[src/rtl/rf_debug_pkg.sv]
// Shared types and constants for the register-file debug port.
package rf_debug_pkg;

  localparam int RF_DEPTH = 32;

  // Index of the final beat of a dump for a given address width.
  function automatic int last_idx(input int aw);
    return (1 << aw) - 1;
  endfunction

  localparam int DUMP_LAST_IDX = last_idx($clog2(RF_DEPTH));

  typedef enum logic [2:0] {
    ST_IDLE,
    ST_READ,
    ST_WRITE,
    ST_RESP,
    ST_DUMP_RD,
    ST_DUMP_RSP
  } dbg_state_e;

endpackage

[src/rtl/rf_debug_rsp_reg.sv]
// Response holding register: captures addr/data(/err) on load, holds until the host takes it.
// Optional error flag built when RF_DEBUG_PORT_ERR_EN is defined.
module rf_debug_rsp_reg #(
  parameter int DATA_W = 32,
  parameter int ADDR_W = 5
) (
  input  logic              clk,
  input  logic              rst,
  input  logic              load_i,
  input  logic [ADDR_W-1:0] addr_i,
  input  logic [DATA_W-1:0] data_i,
`ifdef RF_DEBUG_PORT_ERR_EN
  input  logic              err_i,
  output logic              err_o,
`endif
  input  logic              ready_i,
  output logic              valid_o,
  output logic [ADDR_W-1:0] addr_o,
  output logic [DATA_W-1:0] data_o
);

  logic              valid_q;
  logic [ADDR_W-1:0] addr_q;
  logic [DATA_W-1:0] data_q;

  always_ff @(posedge clk) begin
    if (rst) begin
      valid_q <= 1'b0;
      addr_q  <= '0;
      data_q  <= '0;
    end else if (load_i) begin
      valid_q <= 1'b1;
      addr_q  <= addr_i;
      data_q  <= data_i;
    end else if (valid_q && ready_i) begin
      valid_q <= 1'b0;
    end
  end

`ifdef RF_DEBUG_PORT_ERR_EN
  logic err_q;
  always_ff @(posedge clk) begin
    if (rst)         err_q <= 1'b0;
    else if (load_i) err_q <= err_i;
  end
  assign err_o = err_q;
`endif

  assign valid_o = valid_q;
  assign addr_o  = addr_q;
  assign data_o  = data_q;

endmodule

[src/rtl/rf_debug_port.sv]
// Debug-host access unit for the register file: single read/write requests plus a full dump.
// Define RF_DEBUG_PORT_ERR_EN to add rsp_err, flagging acks of writes to x0.
module rf_debug_port
  import rf_debug_pkg::*;
#(
  parameter int DATA_W = 32,
  parameter int ADDR_W = 5
) (
  input  logic              clk,
  input  logic              rst,
  input  logic              core_halted,
  input  logic              req_valid,
  output logic              req_ready,
  input  logic              req_we,
  input  logic [ADDR_W-1:0] req_addr,
  input  logic [DATA_W-1:0] req_wdata,
  input  logic              dump_start,
  output logic              dump_busy,
  output logic              rsp_valid,
  input  logic              rsp_ready,
  output logic [ADDR_W-1:0] rsp_addr,
  output logic [DATA_W-1:0] rsp_rdata,
`ifdef RF_DEBUG_PORT_ERR_EN
  output logic              rsp_err,
`endif
  output logic [ADDR_W-1:0] rf_ra,
  input  logic [DATA_W-1:0] rf_rd,
  output logic [ADDR_W-1:0] rf_wa,
  output logic [DATA_W-1:0] rf_wd,
  output logic              rf_we
);

  localparam logic [ADDR_W-1:0] LAST_IDX = ADDR_W'(last_idx(ADDR_W));

  dbg_state_e        state_q, state_d;
  logic [ADDR_W-1:0] cnt_q, cnt_d;
  logic [ADDR_W-1:0] addr_q;
  logic [DATA_W-1:0] wdata_q;

  logic              accept;
  logic              addr_is_x0;
  logic              ld;
  logic [ADDR_W-1:0] ld_addr;
  logic [DATA_W-1:0] ld_data;

  assign accept     = req_valid && req_ready;
  assign addr_is_x0 = (addr_q == '0);

  always_ff @(posedge clk) begin
    if (rst) begin
      state_q <= ST_IDLE;
      cnt_q   <= '0;
      addr_q  <= '0;
      wdata_q <= '0;
    end else begin
      state_q <= state_d;
      cnt_q   <= cnt_d;
      if (accept) begin
        addr_q  <= req_addr;
        wdata_q <= req_wdata;
      end
    end
  end

  always_comb begin
    state_d = state_q;
    cnt_d   = cnt_q;
    case (state_q)
      ST_IDLE: begin
        if (dump_start && core_halted) begin
          state_d = ST_DUMP_RD;
          cnt_d   = '0;
        end else if (accept) begin
          state_d = req_we ? ST_WRITE : ST_READ;
        end
      end
      ST_READ:  state_d = ST_RESP;
      ST_WRITE: state_d = ST_RESP;
      ST_RESP:  if (rsp_ready) state_d = ST_IDLE;
      ST_DUMP_RD: state_d = ST_DUMP_RSP;
      ST_DUMP_RSP: begin
        if (rsp_ready) begin
          if (cnt_q == LAST_IDX) begin
            state_d = ST_IDLE;
          end else begin
            state_d = ST_DUMP_RD;
            cnt_d   = cnt_q + ADDR_W'(1);
          end
        end
      end
      default: state_d = ST_IDLE;
    endcase
  end

  // rst gates rf_we so a write in flight is dropped on the reset edge.
  always_comb begin
    req_ready = (state_q == ST_IDLE) && core_halted && !dump_start && !rst;
    dump_busy = (state_q == ST_DUMP_RD) || (state_q == ST_DUMP_RSP);
    rf_ra     = '0;
    rf_wa     = '0;
    rf_wd     = '0;
    rf_we     = 1'b0;
    ld        = 1'b0;
    ld_addr   = addr_q;
    ld_data   = '0;
    case (state_q)
      ST_READ: begin
        rf_ra   = addr_q;
        ld      = 1'b1;
        ld_data = rf_rd;
      end
      ST_WRITE: begin
        rf_wa = addr_q;
        rf_wd = wdata_q;
        rf_we = !addr_is_x0 && !rst;
        ld    = 1'b1;
      end
      ST_DUMP_RD: begin
        rf_ra   = cnt_q;
        ld      = 1'b1;
        ld_addr = cnt_q;
        ld_data = rf_rd;
      end
      default: ;
    endcase
  end

  rf_debug_rsp_reg #(
    .DATA_W (DATA_W),
    .ADDR_W (ADDR_W)
  ) u_rsp (
    .clk     (clk),
    .rst     (rst),
    .load_i  (ld),
    .addr_i  (ld_addr),
    .data_i  (ld_data),
`ifdef RF_DEBUG_PORT_ERR_EN
    .err_i   ((state_q == ST_WRITE) && addr_is_x0),
    .err_o   (rsp_err),
`endif
    .ready_i (rsp_ready),
    .valid_o (rsp_valid),
    .addr_o  (rsp_addr),
    .data_o  (rsp_rdata)
  );

endmodule

[config.mk]
export PLATFORM = sky130hd
export DESIGN_NAME = rf_debug_port
export DESIGN_NICKNAME = d
export VERILOG_FILES = /design/src/rtl/rf_debug_pkg.sv /design/src/rtl/rf_debug_rsp_reg.sv /design/src/rtl/rf_debug_port.sv
export SDC_FILE = /design/constraint.sdc
export NUM_CORES = 1
export LEC_CHECK = 0
export CORE_MARGIN = 5
export CORE_UTILIZATION = 42
export CTS_CLUSTER_SIZE = 40
export DETAILED_ROUTE_END_ITERATION = 6
export MAX_ROUTING_LAYER = met4
export PLACE_DENSITY_LB_ADDON = 0.2
export SETUP_SLACK_MARGIN = 0.05
export SLEW_MARGIN = 30
export SYNTH_ARGS = -nofsm -noshare
export SYNTH_HDL_FRONTEND = slang
export SYNTH_SLANG_ARGS = --single-unit
[constraint.sdc]
create_clock -name clk -period 2.1 [get_ports clk]
set_input_delay 0.42 -clock clk [delete_from_list [all_inputs] [get_ports clk]]
set_output_delay 0.42 -clock clk [all_outputs]
set_load 0.02 [all_outputs]
==> impl_metrics.ini, run 1 <==
[min_path]
hold_class = register to register
hold_startpoint = wdata_q[7]$_SDFFE_PP0P_
hold_end = wdata_q[7]$_SDFFE_PP0P_
whs_path_depth = 2

[critical_path]
timing.critical_path.from_type = register
timing.critical_path.required_ns = 1.68
rrSetupSlack_ns = 0.21
regToRegEndpoint = cnt_q[4]$_SDFFE_PP0P_
reg2regPathDepth = 7
timing.rr.start = cnt_q[0]$_SDFFE_PP0P_
critical_path_peak_fanout = 16
timing.critical_path.to_type = output pin
critical_path_class = register to output pin
critical_path_arrival_ns = 1.57

[synth]
asyncSetResetFlopFracSynth = 0
synth_sequential_area_ratio = 0.467
unique_cell_type_count_in_the_yosys_netlist = 46
ys_dominant_reg_cell = sky130_fd_sc_hd__dfxtp_1
number_of_nets_produced_by_synthesis = 493
postSynthAreaPerCell_um2 = 8.57
yosys_warnings = 0
synth_seq_cells = 83
number_of_synthesized_flops_with_an_enable_pin = 0
syn_inst = 415
mappedNetlistArea_um2 = 3550

[cts]
cts.reportedPaths.clkPinSlew_ns = 0.08
postCtsHoldBufs = 0
clock_sink_count = 83
cts_tree = built
clock_tree.buffer_depth = 2
cts_buffer_count = 9
worstSkewPairLatency_ns = 0.34
clock_tree.root_cell = sky130_fd_sc_hd__clkbuf_8
cts.htree.levels = 3

[timing]
worst_clock_skew_ns = 0.0104
peak_freq_ghz = 0.504
fin_worst_hold_slack_ns = 0.452
hold_violations = 0
relSlewSlack = 0.533
final-setup-viol-count = 0
drv_slew = 0
setup_ws_ns = 0.115
post-route-period-util = 0.945
worst_pin_slew_ns = 0.701
shortest_clock_period_the_worst_path_allows_after_layout_ns = 1.99
rsz0062_at_grt = no

[floorplan]
coreArea_um2 = 8220
die_width_um = 102
num_io_pins = 159
die_area_um2 = 10400
rows = 33
die_h_um = 102
floorplan.initialDensity = 0.433

[finish]
final_layout_size_suffix_gt1_frac = 0.146
filler_cell_count = 740
register_area_um2 = 1670
multi_input_comb_area_um2 = 1730
area_growth_pct = 49.6
antenna-diode-count = 0
finish.net_count = 648

[placed_design]
gp_routability_congestion = 0.807
dp_hpwl_um = 7430
port-buffer-count = 158
dp_worst_setup_slack_ns = -0.189

[power_and_ir_drop]
p_leak_nw = 2.05
peak_supply_drop_mv = 0.552
power_density_nw_per_um2 = 1010
power_mw = 5.37

[run_status]
status = finished, final reports clean

[global_route]
wire_length_of_the_first_global_routing_pass_um = 16600
global_route.overflow_total = 0
initial_antenna_violation_count = 0
grt.total_usage = 0.205
grt_pass1_vias = 3463
grt_max_degree = 58

[route]
detail-route-antenna-nets = 0
route.detailed.vias_per_inst = 5.09
dr.pass1.iters = 5
routedWlPerCell_um = 15.5
number_of_violations_reported_at_the_end_of_detailed_routing_iteration_0 = 156
remaining_drc_errors = 0
route.vias.total = 3453
wl_um = 10500

[run]
drv.max_cap_violation_count = 0
cell families (layout without fill, tap and decap cells):
family,Yosys count,count (layout),share of synthesized area
flip-flops,83,83,0.467
multiplexers,6,6,0.0172
adder cells (fa/ha/maj),2,2,0.00704
buffers and inverters,34,193,0.0560
AND/OR/NAND/NOR,189,189,0.257
XOR/XNOR,2,2,0.00493
AO/OA/AOI/OAI,99,99,0.190
per-layer routing:
layer  vias up  global-route usage  part of all wire  wire length, µm
met4         0              0.0575            0.0077               81
met1      1612               0.254              0.46             4800
li1       1718                   -                 -                -
met5         -                   -                 0                0
met2       115               0.335              0.47             4980
met3         8              0.0478             0.064              676
how the worst max path moves through the flow:
stage                                  from         to  slack, ns
detailed placement              core_halted  req_ready      -0.19
finish              state_q[1]$_SDFFE_PP0P_  rf_wd[17]       0.11
floorplan           state_q[2]$_SDFFE_PP0P_      rf_we       0.23
CTS                 state_q[2]$_SDFFE_PP0P_  rf_wd[11]       0.05
global route        state_q[1]$_SDFFE_PP0P_  rf_wd[31]       0.04
global placement                core_halted  req_ready      -0.16
area by class of cell:
type	count	area share
well taps	105	0.0247
clock inverters	4	0.0139
flip-flops and latches	83	0.314
multi-input cells	298	0.325
clock buffers	11	0.0266
repair buffers	177	0.295
inverters	1	0.000706
state kept, by name (all words and copies together) (netlist names):
| signal | count |
|---|---|
| u_rsp.data_o | 32 |
| wdata_q | 32 |
| addr_q | 5 |
| cnt_q | 5 |
| u_rsp.addr_o | 5 |
| state_q | 3 |
| u_rsp.valid_o | 1 |
critical path, cell delays in order (launching register included):
cell and delay, ns:
sky130_fd_sc_hd__dfxtp_1 0.36, sky130_fd_sc_hd__nor3b_4 0.25, sky130_fd_sc_hd__buf_4 0.15, sky130_fd_sc_hd__buf_6 0.14
sky130_fd_sc_hd__and2_1 0.15, sky130_fd_sc_hd__buf_2 0.16
cell usage in the layout (no fill, tap or decap), types with 2 or more instances in the layout:
master and count:
sky130_fd_sc_hd__a2111oi_4 2, sky130_fd_sc_hd__a211oi_1 6, sky130_fd_sc_hd__a21oi_1 44, sky130_fd_sc_hd__a22oi_1 37, sky130_fd_sc_hd__a311oi_1 2, sky130_fd_sc_hd__and2_1 37, sky130_fd_sc_hd__and3_1 2, sky130_fd_sc_hd__buf_2 33
sky130_fd_sc_hd__buf_4 15, sky130_fd_sc_hd__buf_6 3, sky130_fd_sc_hd__bufinv_16 2, sky130_fd_sc_hd__clkbuf_8 10, sky130_fd_sc_hd__clkdlybuf4s15_1 6, sky130_fd_sc_hd__clkdlybuf4s50_1 112, sky130_fd_sc_hd__dfxtp_1 80, sky130_fd_sc_hd__dfxtp_4 2
sky130_fd_sc_hd__dlygate4sd2_1 6, sky130_fd_sc_hd__ha_1 2, sky130_fd_sc_hd__mux2i_1 5, sky130_fd_sc_hd__nand2_1 76, sky130_fd_sc_hd__nand2b_1 5, sky130_fd_sc_hd__nand3_1 3, sky130_fd_sc_hd__nand4_1 3, sky130_fd_sc_hd__nor2_1 45
sky130_fd_sc_hd__nor2b_1 3
power breakdown:
part	internal [mW]	switching [mW]
Clock	0.699	0.552
Combinational	0.968	1.21
Sequential	1.81	0.132
cells in the mapped netlist (4+ instances only):
master,n,area (µm²)
sky130_fd_sc_hd__nand2b_1,5,31.3
sky130_fd_sc_hd__nor2_1,46,173
sky130_fd_sc_hd__clkbuf_1,14,52.6
sky130_fd_sc_hd__buf_6,4,45.0
sky130_fd_sc_hd__a21oi_1,44,220
sky130_fd_sc_hd__a22oi_1,37,278
sky130_fd_sc_hd__nand2_1,76,285
sky130_fd_sc_hd__and2_1,37,231
sky130_fd_sc_hd__a211oi_1,6,45.0
sky130_fd_sc_hd__buf_2,5,25.0
sky130_fd_sc_hd__buf_4,9,67.6
sky130_fd_sc_hd__mux2i_1,5,50.1
sky130_fd_sc_hd__dfxtp_1,83,1660
what timing repair did:
item,4_1_cts,5_1_grt
setup buffers,2,0
pin swaps,1,0
gates resized for setup,141,22
setup endpoints to repair,45,18
through the flow:
step / TNS [ns] / util / std cells / cell area (µm²)
2_1_floorplan: 0 / - / 415 / 3550
3_3_place_gp: -0.157 / 0.635 / 662 / 5220
3_5_place_dp: -0.189 / 0.635 / 662 / 5220
4_1_cts: 0 / 0.651 / 679 / 5350
5_1_grt: 0 / 0.647 / 679 / 5320
6_report: 0 / 0.647 / 679 / 5320
(Power assumes the default switching activity.)
==> run 2: changes to the inputs <==
- CORE_UTILIZATION: 42 -> 44
- SYNTH_HIERARCHICAL: default -> 1
==> run 2 against run 1 <==
Net effect: register-to-register slack got worse by 0.09 ns; largest power group unchanged; power fell by 8.4%; critical path depth did not move; area after synthesis rose by 12%.
==> impl_metrics.ini, run 2 <==
[run_status]
status = finished, final reports clean

[critical_path]
reg2regPathDepth = 8
rrSetupSlack_ns = 0.12
critical_path.slowest_cell = sky130_fd_sc_hd__dfxtp_4
critical_path_arrival_ns = 1.61
timing.rr.start = state_q[0]$_SDFFE_PP0P_
timing.critical_path.to_type = output pin
regToRegEndpoint = u_rsp/data_o[11]$_SDFFE_PP0P_
cp_slowest_stage_delay_ns = 0.38
timing.critical_path.from_type = register
worstPathCellList = nor3b_4, buf_6, buf_6, and2_1, clkdlybuf4s15_2
crit_path_frequent_cell = sky130_fd_sc_hd__buf_6
critical_path_peak_fanout = 12
timing.critical_path.required_ns = 1.68
critical_path_class = register to output pin

[finish]
area_growth_pct = 45.1
leading_cell_type_in_the_layout_fill_and_taps_excluded = sky130_fd_sc_hd__clkdlybuf4s50_1
stdcell_area_um2 = 5790
layout.cells.non_filler = 731
final_layout_size_suffix_gt1_frac = 0.177
finish.net_count = 697
antenna-diode-count = 0
layout.cells.most_common_list = sky130_fd_sc_hd__clkdlybuf4s50_1 (111), sky130_fd_sc_hd__dfxtp_1 (80), sky130_fd_sc_hd__and2_1 (69), sky130_fd_sc_hd__nor2_1 (47)
fin_util = 0.661

[placed_design]
dp_hpwl_um = 8500
dp_worst_setup_slack_ns = -0.383
port-buffer-count = 158
placed_cells_incl_taps = 712
gp_routability_congestion = 0.843
post_detailed_placement_cell_area_um2 = 5730

[timing]
setup_ws_ns = 0.0692
final-setup-viol-count = 0
post-route-period-util = 0.967
shortest_clock_period_the_worst_path_allows_after_layout_ns = 2.03
worst_pin_slew_ns = 0.493
worst_clock_skew_ns = 0.00595
drv_slew = 0
peak_freq_ghz = 0.492
hold_violations = 0
rsz0062_at_grt = yes
relSlewSlack = 0.671

[min_path]
hold_class = register to register
hold_end = wdata_q[11]$_SDFFE_PP0P_
whs_path_depth = 2
hold_startpoint = wdata_q[11]$_SDFFE_PP0P_

[global_route]
grt_pass1_vias = 3720
initial_antenna_violation_count = 0
wire_length_of_the_first_global_routing_pass_um = 19100
grt.total_usage = 0.212
grt_max_degree = 49
global_route.overflow_total = 0

[floorplan]
floorplan.initialDensity = 0.456
rows = 34
die_h_um = 105
die_area_um2 = 11100
die_width_um = 105
coreArea_um2 = 8760
num_io_pins = 159

[synth]
synth.area.top_cells = sky130_fd_sc_hd__dfxtp_1 (42%), sky130_fd_sc_hd__and2_1 (11%), sky130_fd_sc_hd__mux2i_1 (11%)
asyncSetResetFlopFracSynth = 0
postSynthAreaPerCell_um2 = 8.66
synth_sequential_area_ratio = 0.416
mappedNetlistArea_um2 = 3990
ys_dominant_reg_cell = sky130_fd_sc_hd__dfxtp_1
synth_area_leader_cell = sky130_fd_sc_hd__dfxtp_1
number_of_synthesized_flops_with_an_enable_pin = 0
yosys_warnings = 6
syn_inst = 461
synthMostInstantiatedCell = sky130_fd_sc_hd__dfxtp_1
number_of_nets_produced_by_synthesis = 539
synth_top_cell_area_share = 0.416
synth_seq_cells = 83
synth_top_cells_by_count = sky130_fd_sc_hd__dfxtp_1 (83), sky130_fd_sc_hd__and2_1 (69), sky130_fd_sc_hd__nor2_1 (47)
unique_cell_type_count_in_the_yosys_netlist = 43

[route]
wl_um = 12100
detail-route-antenna-nets = 0
dr.pass1.iters = 4
route.vias.total = 3857
number_of_violations_reported_at_the_end_of_detailed_routing_iteration_0 = 185
route.detailed.vias_per_inst = 5.28
routedWlPerCell_um = 16.6
remaining_drc_errors = 0

[cts]
cts_buffer_count = 9
worstSkewPairLatency_ns = 0.34
clock_tree.buffer_depth = 2
cts.htree.levels = 3
cts_tree = built
clock_sink_count = 83
clock_tree.root_cell = sky130_fd_sc_hd__clkbuf_8
cts.reportedPaths.clkPinSlew_ns = 0.08

[power_and_ir_drop]
p_leak_nw = 2.33
power_density_nw_per_um2 = 849
power_mw = 4.92
peak_supply_drop_mv = 0.578

[run]
drv.max_cap_violation_count = 0
[run 2: repair_timing]
action,CTS,global route
buffers inserted,1,1
gates cloned,2,0
hold endpoints to repair,0,0
pin swaps,1,1
hold buffers,0,0
resized for setup,144,41
setup endpoints to repair,46,43
[run 2: routing by layer]
metal	track usage	vias up	routed length, µm
met5	-	-	0
met4	0.0447	0	156
met3	0.0538	16	543
met2	0.349	107	6130
met1	0.263	1832	5300
li1	-	1902	-
[run 2: worst max path at each step]
stage                            start        end  slack [ns]  cells after the start
6_report       state_q[2]$_SDFFE_PP0P_  rf_wd[16]        0.07                      5
5_1_grt        state_q[2]$_SDFFE_PP0P_  rf_wd[27]       0.003                      6
4_1_cts        state_q[0]$_SDFFE_PP0P_   rf_ra[1]        0.05                      6
3_5_place_dp               core_halted  req_ready       -0.38                      4
3_3_place_gp               core_halted  req_ready       -0.37                      4
2_1_floorplan              core_halted  req_ready        0.15                      4
[run 2: area by class of cell]
class                      count  area (µm²)
timing repair buffer         190        1670
sequential                    83        1670
inverter                       2        7.51
multi-input combinational    333        2110
clock buffer                  10         128
fill                         750        2970
clock inverter                 5        78.8
tap                          108         135
[run 2: through the flow]
step	hold slack (ns)	setup TNS [ns]
4_1_cts	0.466	0
5_1_grt	0.502	0
6_report	0.472	0
2_1_floorplan	0.439	0
3_3_place_gp	0.445	-0.548
3_5_place_dp	0.455	-1.31
[run 2: critical path, delay by kind of cell (launching register included)]
kind | cells | cell delay, ns
simple gates | 2 | 0.34
flops | 1 | 0.38
buf+inv | 3 | 0.55
[run 2: where the power goes]
part	switching, mW	internal [mW]
clock	0.562	0.662
sequential	0.0867	1.70
combinational	1.02	0.895
total	1.67	3.26
[run 2: logic make-up after synthesis]
| logic type | Yosys count | synth area share |
|---|---|---|
| buf+inv | 45 | 0.0648 |
| flops | 83 | 0.416 |
| mux | 47 | 0.119 |
| simple gates | 178 | 0.242 |
| fa+ha+maj | 2 | 0.00626 |
| compound gates | 106 | 0.151 |
